[src/rtl/mul_serial_sat.sv]
// rtl/mul_serial_sat.sv - serial shift-add signed Q-format multiplier with saturation
// Define MUL_SAT_ROUND_EN for round-half-up; otherwise results truncate toward -inf.
module mul_serial_sat #(
    parameter int D_W  = 16,
    parameter int FRAC = 13
) (
    input  logic           I_CLK,
    input  logic           I_RST_N,
    input  logic           I_VLD,
    output logic           O_RDY,
    input  logic [D_W-1:0] I_M1,
    input  logic [D_W-1:0] I_M2,
    output logic           O_VLD,
    input  logic           I_RDY,
    output logic [D_W-1:0] O_PRODUCT,
    output logic           O_OVF
);

    localparam int AW = 2 * D_W;
    localparam int PW = AW + 1;
    localparam int CW = $clog2(D_W);

    typedef enum logic [2:0] {
        S_IDLE = 3'b001,
        S_CAL  = 3'b010,
        S_OUT  = 3'b100
    } state_t;

    state_t        state_q, state_d;
    logic [AW-1:0] m1_q, m1_d;
    logic [D_W-1:0] m2_q, m2_d;
    logic [AW-1:0] acc_q, acc_d;
    logic [CW-1:0] cnt_q, cnt_d;
    logic [AW-1:0] pp;
    logic          last_step;

    always_ff @(posedge I_CLK or negedge I_RST_N) begin
        if (!I_RST_N) begin
            state_q <= S_IDLE;
            m1_q    <= '0;
            m2_q    <= '0;
            acc_q   <= '0;
            cnt_q   <= '0;
        end else begin
            state_q <= state_d;
            m1_q    <= m1_d;
            m2_q    <= m2_d;
            acc_q   <= acc_d;
            cnt_q   <= cnt_d;
        end
    end

    assign last_step = (cnt_q == CW'(D_W - 1));

    always_comb begin
        state_d = state_q;
        m1_d    = m1_q;
        m2_d    = m2_q;
        acc_d   = acc_q;
        cnt_d   = cnt_q;
        pp      = '0;
        unique case (state_q)
            S_IDLE: begin
                if (I_VLD) begin
                    m1_d    = {{D_W{I_M1[D_W-1]}}, I_M1};
                    m2_d    = I_M2;
                    acc_d   = '0;
                    cnt_d   = '0;
                    state_d = S_CAL;
                end
            end
            S_CAL: begin
                pp = m2_q[cnt_q] ? (m1_q << cnt_q) : '0;
                // The multiplier MSB carries negative weight in two's complement.
                if (last_step) begin
                    acc_d   = acc_q - pp;
                    cnt_d   = '0;
                    state_d = S_OUT;
                end else begin
                    acc_d = acc_q + pp;
                    cnt_d = cnt_q + CW'(1);
                end
            end
            S_OUT: begin
                if (I_RDY) begin
                    state_d = S_IDLE;
                end
            end
            default: state_d = S_IDLE;
        endcase
    end

    logic [PW-1:0]  p_ext, r_sum, r_shr;
    logic           fits;
    logic [D_W-1:0] sat_val;

`ifdef MUL_SAT_ROUND_EN
    localparam logic [PW-1:0] RND = PW'(1) << (FRAC - 1);
`endif

    always_comb begin
        p_ext = {acc_q[AW-1], acc_q};
`ifdef MUL_SAT_ROUND_EN
        r_sum = p_ext + RND;
`else
        r_sum = p_ext;
`endif
        r_shr = $signed(r_sum) >>> FRAC;
        // Result fits when every bit from the target sign bit upward agrees.
        fits  = (&r_shr[PW-1:D_W-1]) | ~(|r_shr[PW-1:D_W-1]);
        if (fits) begin
            sat_val = r_shr[D_W-1:0];
        end else if (r_shr[PW-1]) begin
            sat_val = {1'b1, {(D_W-1){1'b0}}};
        end else begin
            sat_val = {1'b0, {(D_W-1){1'b1}}};
        end
    end

    assign O_RDY     = (state_q == S_IDLE);
    assign O_VLD     = (state_q == S_OUT);
    assign O_PRODUCT = O_VLD ? sat_val : '0;
    assign O_OVF     = O_VLD & ~fits;

endmodule
[config.mk]
export PLATFORM = sky130hd
export DESIGN_NAME = mul_serial_sat
export DESIGN_NICKNAME = d
export VERILOG_FILES = /design/src/rtl/mul_serial_sat.sv
export SDC_FILE = /design/constraint.sdc
export NUM_CORES = 1
export LEC_CHECK = 0
export ABC_AREA = 1
export CORE_MARGIN = 2
export CORE_UTILIZATION = 50
export DETAILED_ROUTE_END_ITERATION = 6
export PLACE_DENSITY_LB_ADDON = 0.05
export SYNTH_ARGS = -nofsm -noshare
export SYNTH_HDL_FRONTEND = slang
export SYNTH_SLANG_ARGS = --single-unit
[constraint.sdc]
create_clock -name I_CLK -period 5 [get_ports I_CLK]
set_clock_uncertainty 0.2 [all_clocks]
set_input_delay 0.75 -clock I_CLK [delete_from_list [all_inputs] [get_ports I_CLK]]
set_output_delay 0.75 -clock I_CLK [all_outputs]
set_load 0.02 [all_outputs]
==> flow_summary.json <==
{
  "status": "completed",
  "number_of_core_rows": 42,
  "route.detailed.drc": 0,
  "cts_max_level": 3,
  "hold_path.startpoint": "m2_q[9]",
  "placedCellCount": 1253,
  "via_count": 6737,
  "clk_slew_on_worst_s_h_paths_ns": 0.06,
  "core_mm2": 0.0132,
  "async_flop_share_pct": 100,
  "worst-setup-path-type": "flop to flop",
  "finalHoldWorstSlack_ns": 0.289,
  "drt-initial-drc-count": 347,
  "mostFrequentLayoutCell": "sky130_fd_sc_hd__nand2_1",
  "ctsLongestPathBuffers": 2,
  "finalSetupViolCount": 0,
  "synth_fp_nets": 1121,
  "hpwlAfterDp_um": 14200,
  "die_area_mm2": 0.0145,
  "grt_pass1_wl_um": 30900,
  "hold_path_class": "flop to flop",
  "netlist_area_before_placement_mm2": 0.00678,
  "first_global_vias": 6509,
  "post-synth-top-area-cell": "sky130_fd_sc_hd__dfrtp_1",
  "ys_seq_area_share_pct": 26.2,
  "whs_endpoint": "m2_q[9]",
  "pin_count": 55,
  "timing.final.crit_share_pct": 90.6,
  "fin_crit_ns": 4.53,
  "initial_util_pct": 51.2,
  "setup-tns-final_ns": 0,
  "hold_violations": 0,
  "grt_antenna_before_repair": 0,
  "largest_net_degree_at_the_start_of_global_routing": 72,
  "worstRegToRegCells": 24,
  "place_worst_setup_slack_ns": 0.408,
  "maxCapViolations": 0,
  "global_route.usage.total_pct": 26.3,
  "die_height_um": 120,
  "firstDrtPassIters": 4,
  "wire_per_inst_um": 14.4,
  "critPathCaptureType": "flop",
  "timing.critical_path.fanout_max": 24,
  "synthesis.instances": 1051,
  "synth_edf_count": 0,
  "crit-reg2reg-capture": "acc_q[30]",
  "rsz0062_at_grt": "no",
  "yosys_warnings": 0,
  "worst_ep_required_time_ns": 4.99,
  "later_pin_clock_latency_in_the_skew_report_ns": 0.35,
  "critical_path_data_arrival_time_ns": 4.52,
  "drv_slew": 0,
  "cts_buffers": 9,
  "layoutNonFillerInstCount": 1269,
  "timing_worst_slew_pin_value_ns": 1.15,
  "synth_seq_cells": 71,
  "overflow_left_after_global_routing": 0,
  "die_width_um": 120,
  "drt-total-wl_um": 18200,
  "layout.cells.most_common_list": "sky130_fd_sc_hd__nand2_1 (337), sky130_fd_sc_hd__inv_1 (111), sky130_fd_sc_hd__o21ai_0 (89)",
  "yosys-top-cells-area": "sky130_fd_sc_hd__dfrtp_1 (26%), sky130_fd_sc_hd__nand2_1 (19%), sky130_fd_sc_hd__o21ai_0 (6.6%)",
  "io_buffer_count": 54,
  "syn_area_per_cell_um2": 6.45,
  "gp_congestion": 0.912,
  "slew-limit-headroom_pct": 22.7,
  "min_delay_path_depth": 2,
  "timing.rr.start": "cnt_q[0]",
  "synthFlopType": "sky130_fd_sc_hd__dfrtp_1",
  "tritoncts": "yes",
  "start_kind": "flop",
  "synth_cell_type_count": 48,
  "clock_sinks": 71,
  "drtAntennaViolNets": 0,
  "viasPerCell": 5.31,
  "final_worst_setup_slack_ns": 0.469,
  "clock.fmax_ghz": 0.221,
  "post-synth-top-area-fraction_pct": 25.8,
  "cts.root.buffer_cell": "sky130_fd_sc_hd__clkbuf_16",
  "syn2layout_area_growth_pct": 13.9,
  "n_antenna_cell": 0,
  "drive_gt1_share_pct": 8.14,
  "setup.reg_to_reg.worst_slack_ns": 0.47,
  "layout.nets": 1158
}
critical path, cell delays in order (launching register included):
cell and delay, ns:
sky130_fd_sc_hd__dfrtp_2 0.51, sky130_fd_sc_hd__inv_8 0.18, sky130_fd_sc_hd__nand2_1 0.07, sky130_fd_sc_hd__nand3_1 0.07
sky130_fd_sc_hd__nand3_1 0.09, sky130_fd_sc_hd__nand3_2 0.13, sky130_fd_sc_hd__inv_2 0.09, sky130_fd_sc_hd__nand2_1 0.15
sky130_fd_sc_hd__ha_1 0.20, sky130_fd_sc_hd__nand3_1 0.16, sky130_fd_sc_hd__nor2_1 0.24, sky130_fd_sc_hd__a31oi_1 0.13
sky130_fd_sc_hd__xor2_1 0.19, sky130_fd_sc_hd__ha_1 0.46, sky130_fd_sc_hd__nand2_1 0.11, sky130_fd_sc_hd__nor2_1 0.09
sky130_fd_sc_hd__inv_1 0.05, sky130_fd_sc_hd__nor3_1 0.45, sky130_fd_sc_hd__a21oi_1 0.14, sky130_fd_sc_hd__inv_1 0.17
sky130_fd_sc_hd__nand3_1 0.10, sky130_fd_sc_hd__nand2_1 0.14, sky130_fd_sc_hd__a21oi_1 0.07, sky130_fd_sc_hd__o21ai_0 0.07
sky130_fd_sc_hd__o21ai_0 0.11
layout make-up:
cell class                      count  area (µm²)
Multi-Input combinational cell    826        4330
Sequential cell                    71        1780
Tap cell                          176         220
Clock inverter                      7         109
Clock buffer                        9         225
Timing Repair Buffer               65         621
Inverter                          115         439
Fill cell                        1407        5520
repair_timing:
action / in CTS / in global routing
buffers inserted: 0 / 0
gates resized for setup: 0 / 1
hold buffers: 0 / 0
endpoints found under the setup margin: 0 / 6
cell usage after synthesis (3+ instances only):
cell,number
sky130_fd_sc_hd__nor2_1,55
sky130_fd_sc_hd__nand2_2,20
sky130_fd_sc_hd__o21ai_0,89
sky130_fd_sc_hd__xnor2_1,10
sky130_fd_sc_hd__inv_2,3
sky130_fd_sc_hd__buf_2,10
sky130_fd_sc_hd__inv_1,111
sky130_fd_sc_hd__nand3_1,84
sky130_fd_sc_hd__dfrtp_1,70
sky130_fd_sc_hd__a21oi_1,67
sky130_fd_sc_hd__nand4_1,8
sky130_fd_sc_hd__nor4_1,3
sky130_fd_sc_hd__a221oi_1,3
sky130_fd_sc_hd__o21ai_2,3
sky130_fd_sc_hd__o22ai_1,6
sky130_fd_sc_hd__nor2_2,7
sky130_fd_sc_hd__ha_1,33
sky130_fd_sc_hd__xor2_1,25
sky130_fd_sc_hd__o21a_1,3
sky130_fd_sc_hd__clkbuf_1,16
sky130_fd_sc_hd__buf_6,3
sky130_fd_sc_hd__nand2_1,337
sky130_fd_sc_hd__o21bai_1,7
sky130_fd_sc_hd__nor3_1,14
sky130_fd_sc_hd__a31oi_1,7
sky130_fd_sc_hd__nand3_2,9
sky130_fd_sc_hd__buf_4,3
sky130_fd_sc_hd__nand2_4,7
sky130_fd_sc_hd__a21o_1,5
sky130_fd_sc_hd__o21ai_1,9
metrics by stage:
step,instance area [µm²],util [%]
CTS,7720,58.3
floorplan,6780,-
finish,7720,58.3
global placement,7390,55.8
global route,7720,58.3
detailed placement,7390,55.8
worst max-delay path by stage:
stage / startpoint / to / slack (ns)
2_1_floorplan: cnt_q[0] / acc_q[23] / 1.19
3_3_place_gp: cnt_q[0] / acc_q[23] / 0.51
3_5_place_dp: cnt_q[0] / acc_q[23] / 0.41
4_1_cts: cnt_q[0] / acc_q[23] / 0.40
5_1_grt: cnt_q[0] / acc_q[23] / 0.07
6_report: cnt_q[0] / acc_q[30] / 0.47
kinds of logic after synthesis:
| family | share of synthesized area [%] |
|---|---|
| AO/OA/AOI/OAI | 16.4 |
| XOR/XNOR | 4.52 |
| adder cells (fa/ha/maj) | 6.39 |
| buffers and inverters | 10.0 |
| flip-flops | 26.2 |
| AND/OR/NAND/NOR | 36.4 |
per-layer routing:
metal  GRT usage (%)  up-vias  wire length, µm  part of all wire, %
met5               0        -                0                    0
met4            9.45        0              471                  2.6
met3            2.97       32              496                  2.7
met2            45.2      125             8780                   48
met1            34.1     3072             8480                   46
li1                -     3508                -                    -
registers in the layout (all words and copies together), names as in the netlist:
signal,count
m2_q,16
cnt_q,4
m1_q,16
acc_q,32
state_q,3
Power is not shown: default switching activity piles up to over one toggle a cycle in this logic, so the estimate is an artifact.
==> edit 1 (config.mk and constraints unchanged) <==
Change the parameter `D_W` from 16 to 8.
--- a/src/rtl/mul_serial_sat.sv
+++ b/src/rtl/mul_serial_sat.sv
@@ -1,7 +1,7 @@
 // rtl/mul_serial_sat.sv - serial shift-add signed Q-format multiplier with saturation
 // Define MUL_SAT_ROUND_EN for round-half-up; otherwise results truncate toward -inf.
 module mul_serial_sat #(
-    parameter int D_W  = 16,
+    parameter int D_W  = 8,
     parameter int FRAC = 13
 ) (
     input  logic           I_CLK,
Ports: changed (resized I_M1, I_M2 and O_PRODUCT); port bits go from 55 to 31. No check against the original RTL was run, so the function may have changed too.
==> edit 1 against the original RTL <==
  * Non-clock buffer count is 35 lower
  * Cell area is 55% lower
  * Die area is 53% lower
  * Wire length is 63% lower
  * Global-route usage is 3.9 points lower
  * Area after synthesis is 54% lower
  * Critical path type unchanged
  * Worst setup slack better by 0.74 ns
  * Sequential cell count is 33 lower
  * Critical path depth is 3 lower
Power is left out: the tool's default activity adds up to more than one toggle a clock period on the data nets, which glitch-free logic cannot reach.
==> edit 1: results (changes against the original RTL) <==
Dpl hpwl - 5110 µm (was 14,240 µm)
Gp weighted congestion - 0.9051 (was 0.9118)
Largest net degree at the start of global routing - 39 (was 72)
Critical-path maximum fanout - 15 (was 24)
Stage delay of the slowest cell on the critical path - 0.61 ns (was 0.51 ns)
Via count of the first global-routing pass - 2,688 (was 6,509)
Count of routing violations after the opening detailed-route iteration - 119 (was 347)
PortBufs - 29 (was 54)
Clock-pin slew on the worst setup and hold paths - 0.08 ns (was 0.06 ns)
Detailed-route wire length per cell - 12.11 µm (was 14.36 µm)
Fraction of final layout cells with drive strength greater than 1 - 6.918% (was 8.143%)
Count of buffers added by post-CTS timing repair for setup - 0 (unchanged)
Ranking of synthesized cells by area - sky130_fd_sc_hd__dfrtp_1 30%, sky130_fd_sc_hd__nand2_1 19%, sky130_fd_sc_hd__ha_1 7.3% (was sky130_fd_sc_hd__dfrtp_1 26%, sky130_fd_sc_hd__nand2_1 19%, sky130_fd_sc_hd__o21ai_0 6.6%)
Num CTS Buffers - 5 (was 9)
Placement Setup Slack - 1.246 ns (was 0.4084 ns)
GRT Overall Usage - 22.40% (was 26.31%)
Netlist cell types - 37 (was 48)
Fill count - 628 (was 1,407)
Wire length of the first global-routing pass - 11,870 µm (was 30,910 µm)
Commonest cells in the synthesized netlist - 158 x sky130_fd_sc_hd__nand2_1, 51 x sky130_fd_sc_hd__inv_1, 37 x sky130_fd_sc_hd__dfrtp_1 (was 337 x sky130_fd_sc_hd__nand2_1, 111 x sky130_fd_sc_hd__inv_1, 89 x sky130_fd_sc_hd__o21ai_0)
Routed via count - 2,807 (was 6,737)
H-Tree Depth - 2 (was 3)
Vias per std cell - 5.085 (was 5.309)
Insertion delay to the later sink of the worst-skew pair - 0.30 ns (was 0.35 ns)
Final net count - 515 (was 1,158)
Arrival time of the worst setup path - 3.78 ns (was 4.52 ns)
Clock Tree Root - sky130_fd_sc_hd__clkbuf_8 (was sky130_fd_sc_hd__clkbuf_16)
Critical path's slowest cell - sky130_fd_sc_hd__dfrtp_1 (was sky130_fd_sc_hd__dfrtp_2)
Cell total after placement - 544 (was 1,253)
Post-Syn Nets - 497 (was 1,121)
Clock tree buffer depth - 2 (unchanged)
Largest registers in the final layout - acc_q x16, m1_q x8, m2_q x8 (was acc_q x32, m1_q x16, m2_q x16)
Rel. slew slack - 41.28% (was 22.71%)
Result of the run - finished clean (unchanged)
## edit 1: cells by family (layout without fill, tap and decap cells)
logic type | count (synthesis) | count (layout) | synth area share (%)
simple gates | 239 | 239 | 32.98
buf+inv | 72 | 91 | 10.41
compound gates | 70 | 70 | 12.32
flops | 38 | 38 | 30.83
fa+ha+maj | 19 | 19 | 7.942
xor+xnor | 19 | 19 | 5.389
other cells | 1 | 1 | 0.1214
## edit 1: cell type report
cell class | count | area (µm²) | share of cell area (%)
clock inverter | 3 | 68.82 | 1.972
clock buffer | 5 | 68.82 | 1.972
sequential | 38 | 952.2 | 27.29
inverter | 53 | 198.9 | 5.701
tap | 75 | 93.84 | 2.689
timing repair buffer | 30 | 292.8 | 8.390
multi-input combinational | 348 | 1814 | 51.99
## edit 1: metrics by stage
stage / hold slack [ns] / utilization, % / area, µm²
2_1_floorplan: 0.2422 / - / 3088
3_3_place_gp: 0.2587 / 56.28 / 3352
3_5_place_dp: 0.2625 / 56.28 / 3352
4_1_cts: 0.2841 / 58.59 / 3490
5_1_grt: 0.3086 / 58.59 / 3490
6_report: 0.2748 / 58.59 / 3490
## edit 1: path summary, 6_finish.rpt
check / start / to / cells past startpoint / slack [ns]
max: cnt_q[0] / acc_q[12] / 21 / 1.21
min: m2_q[5] / m2_q[5] / 2 / 0.27
max reg2reg: cnt_q[0] / acc_q[12] / 21 / 1.21
min reg2reg: m2_q[5] / m2_q[5] / 2 / 0.27
max in group asynchronous: I_RST_N / m1_q[3] / 1 / 3.70
min in group asynchronous: I_RST_N / acc_q[4] / 1 / 0.35
## edit 1: per-layer routing
metal  up-vias  part of all wire, %  GRT usage (%)
li1       1501                    -              -
met1      1266                   48          28.37
met2        33                   48          39.03
met3         7                  2.9          3.913
met4         0                  1.9          6.393
met5         -                    0              0
==> edit 2 (same settings) <==
Without the edit above. Encoding of `state_t`: now binary (2 bits for 3 states).
--- a/src/rtl/mul_serial_sat.sv
+++ b/src/rtl/mul_serial_sat.sv
@@ -20,10 +20,10 @@
     localparam int PW = AW + 1;
     localparam int CW = $clog2(D_W);
 
-    typedef enum logic [2:0] {
-        S_IDLE = 3'b001,
-        S_CAL  = 3'b010,
-        S_OUT  = 3'b100
+    typedef enum logic [1:0] {
+        S_IDLE = 2'd0,
+        S_CAL  = 2'd1,
+        S_OUT  = 2'd2
     } state_t;
 
     state_t        state_q, state_d;
Function: no difference found for any inputs over 10 cycles, from zero or initial values and one cycle with I_RST_N low; not proved beyond that.
==> edit 2 against the original RTL <==
  * Sequential cell count shrank 1
  * Worst setup slack worse by 0.064 ns
  * Count of clock-buffer cells in the layout unchanged
  * First-iteration DRC count increased by 33%
  * Fmax shrank 1.4%
  * Area after synthesis decreased by 0.70%
  * Cell area rose by 0.23%
  * Wire length down 0.25%
  * Critical path type unchanged
Power is left out: the tool's default activity adds up to more than one toggle a clock period on the data nets, which glitch-free logic cannot reach.
==> edit 2: results (changes against the original RTL) <==
Seq/Total Area, Yosys - 26.03% (was 26.23%)
Pre-Repair DR Iteration Count - 5 (was 4)
Count of routing violations after the opening detailed-route iteration - 461 (was 347)
Compound-gate portion of the synthesized area - 14.48% (was 16.43%)
Wire length of the first global-routing pass - 30,460 µm (was 30,910 µm)
Post-Syn Nets - 1,123 (was 1,121)
Cell Area, Placed - 0.007347 mm² (was 0.007387 mm²)
Mean area per synthesized cell - 6.391 µm² (was 6.449 µm²)
Worst r2r src - cnt_q[0] (unchanged)
Dpl hpwl - 14,110 µm (was 14,240 µm)
Result of the run - finished clean (unchanged)
Non-filler cells in the finished layout - 1,274 (was 1,269)
Commonest cells in the synthesized netlist - 344 x sky130_fd_sc_hd__nand2_1, 106 x sky130_fd_sc_hd__inv_1, 90 x sky130_fd_sc_hd__nand3_1 (was 337 x sky130_fd_sc_hd__nand2_1, 111 x sky130_fd_sc_hd__inv_1, 89 x sky130_fd_sc_hd__o21ai_0)
Gp weighted congestion - 0.9007 (was 0.9118)
Fill count - 1,343 (was 1,407)
Detailed-route wire length per cell - 14.27 µm (was 14.36 µm)
Fraction of final layout cells with drive strength greater than 1 - 9.563% (was 8.143%)
Netlist cell types - 39 (was 48)
Final net count - 1,163 (was 1,158)
Ranking of synthesized cells by area - sky130_fd_sc_hd__dfrtp_1 26%, sky130_fd_sc_hd__nand2_1 19%, sky130_fd_sc_hd__nand3_1 6.7% (was sky130_fd_sc_hd__dfrtp_1 26%, sky130_fd_sc_hd__nand2_1 19%, sky130_fd_sc_hd__o21ai_0 6.6%)
Largest net degree at the start of global routing - 71 (was 72)
GRT Overall Usage - 26.51% (was 26.31%)
Rel. slew slack - 29.49% (was 22.71%)
Via count of the first global-routing pass - 6,159 (was 6,509)
Stage delay of the slowest cell on the critical path - 0.45 ns (was 0.51 ns)
Post-synthesis share of cell area spent on xor and xnor gates - 4.815% (was 4.523%)
Arrival time of the worst setup path - 4.60 ns (was 4.52 ns)
Critical-path maximum fanout - 30 (was 24)
Vias per std cell - 5.266 (was 5.309)
Post-synthesis adder-cell area fraction - 6.432% (was 6.387%)
Source of the worst hold timing path - m2_q[13] (was m2_q[9])
[edit 2: what timing repair did]
| item | in CTS | in global routing |
|---|---|---|
| setup endpoints to repair | 0 | 10 |
| hold buffers | 0 | 0 |
| resized for setup | 0 | 19 |
[edit 2: cell type report]
cell class                 count  area, µm²  share of cell area (%)
clock inverter                 7      103.9                   1.342
inverter                     113      431.7                   5.577
multi-input combinational    833       4365                   56.40
sequential                    70       1753                   22.65
clock buffer                   9      225.2                   2.910
timing repair buffer          66      640.6                   8.277
tap                          176      220.2                   2.845
[edit 2: final timing paths]
kind,to,slack (ns),cells after the start
min reg2reg,m2_q[13],0.29,2
max,acc_q[30],0.40,30
max in group asynchronous,cnt_q[0],3.63,1
min,m2_q[13],0.29,2
min in group asynchronous,acc_q[7],0.33,1
max reg2reg,acc_q[30],0.40,30
[edit 2: through the flow]
| step | setup slack, ns | hold slack [ns] | utilization (%) | setup TNS (ns) |
|---|---|---|---|---|
| after floorplan | 1.102 | 0.2492 | - | 0 |
| after global placement | 0.2046 | 0.2662 | 55.70 | 0 |
| after detailed placement | 0.1927 | 0.2715 | 55.70 | 0 |
| final | 0.4045 | 0.2854 | 58.68 | 0 |
| after global routing | -0.03588 | 0.3318 | 58.68 | -0.03588 |
| after CTS | 0.1528 | 0.2867 | 58.20 | 0 |
[edit 2: critical path: cells and delay by family, from the launching register on]
kind / cells / cell delay (ns)
simple gates: 18 / 2.12
xor+xnor: 1 / 0.18
fa+ha+maj: 2 / 0.56
compound gates: 5 / 0.50
flops: 1 / 0.45
buf+inv: 4 / 0.40
[edit 2: metal layers]
metal	global-route usage (%)	vias to the layer above	wire length [µm]
met5	0	-	0
met4	8.235	0	319
met3	2.709	18	704
met2	44.39	160	8600
met1	36.04	3034	8558
li1	-	3497	-
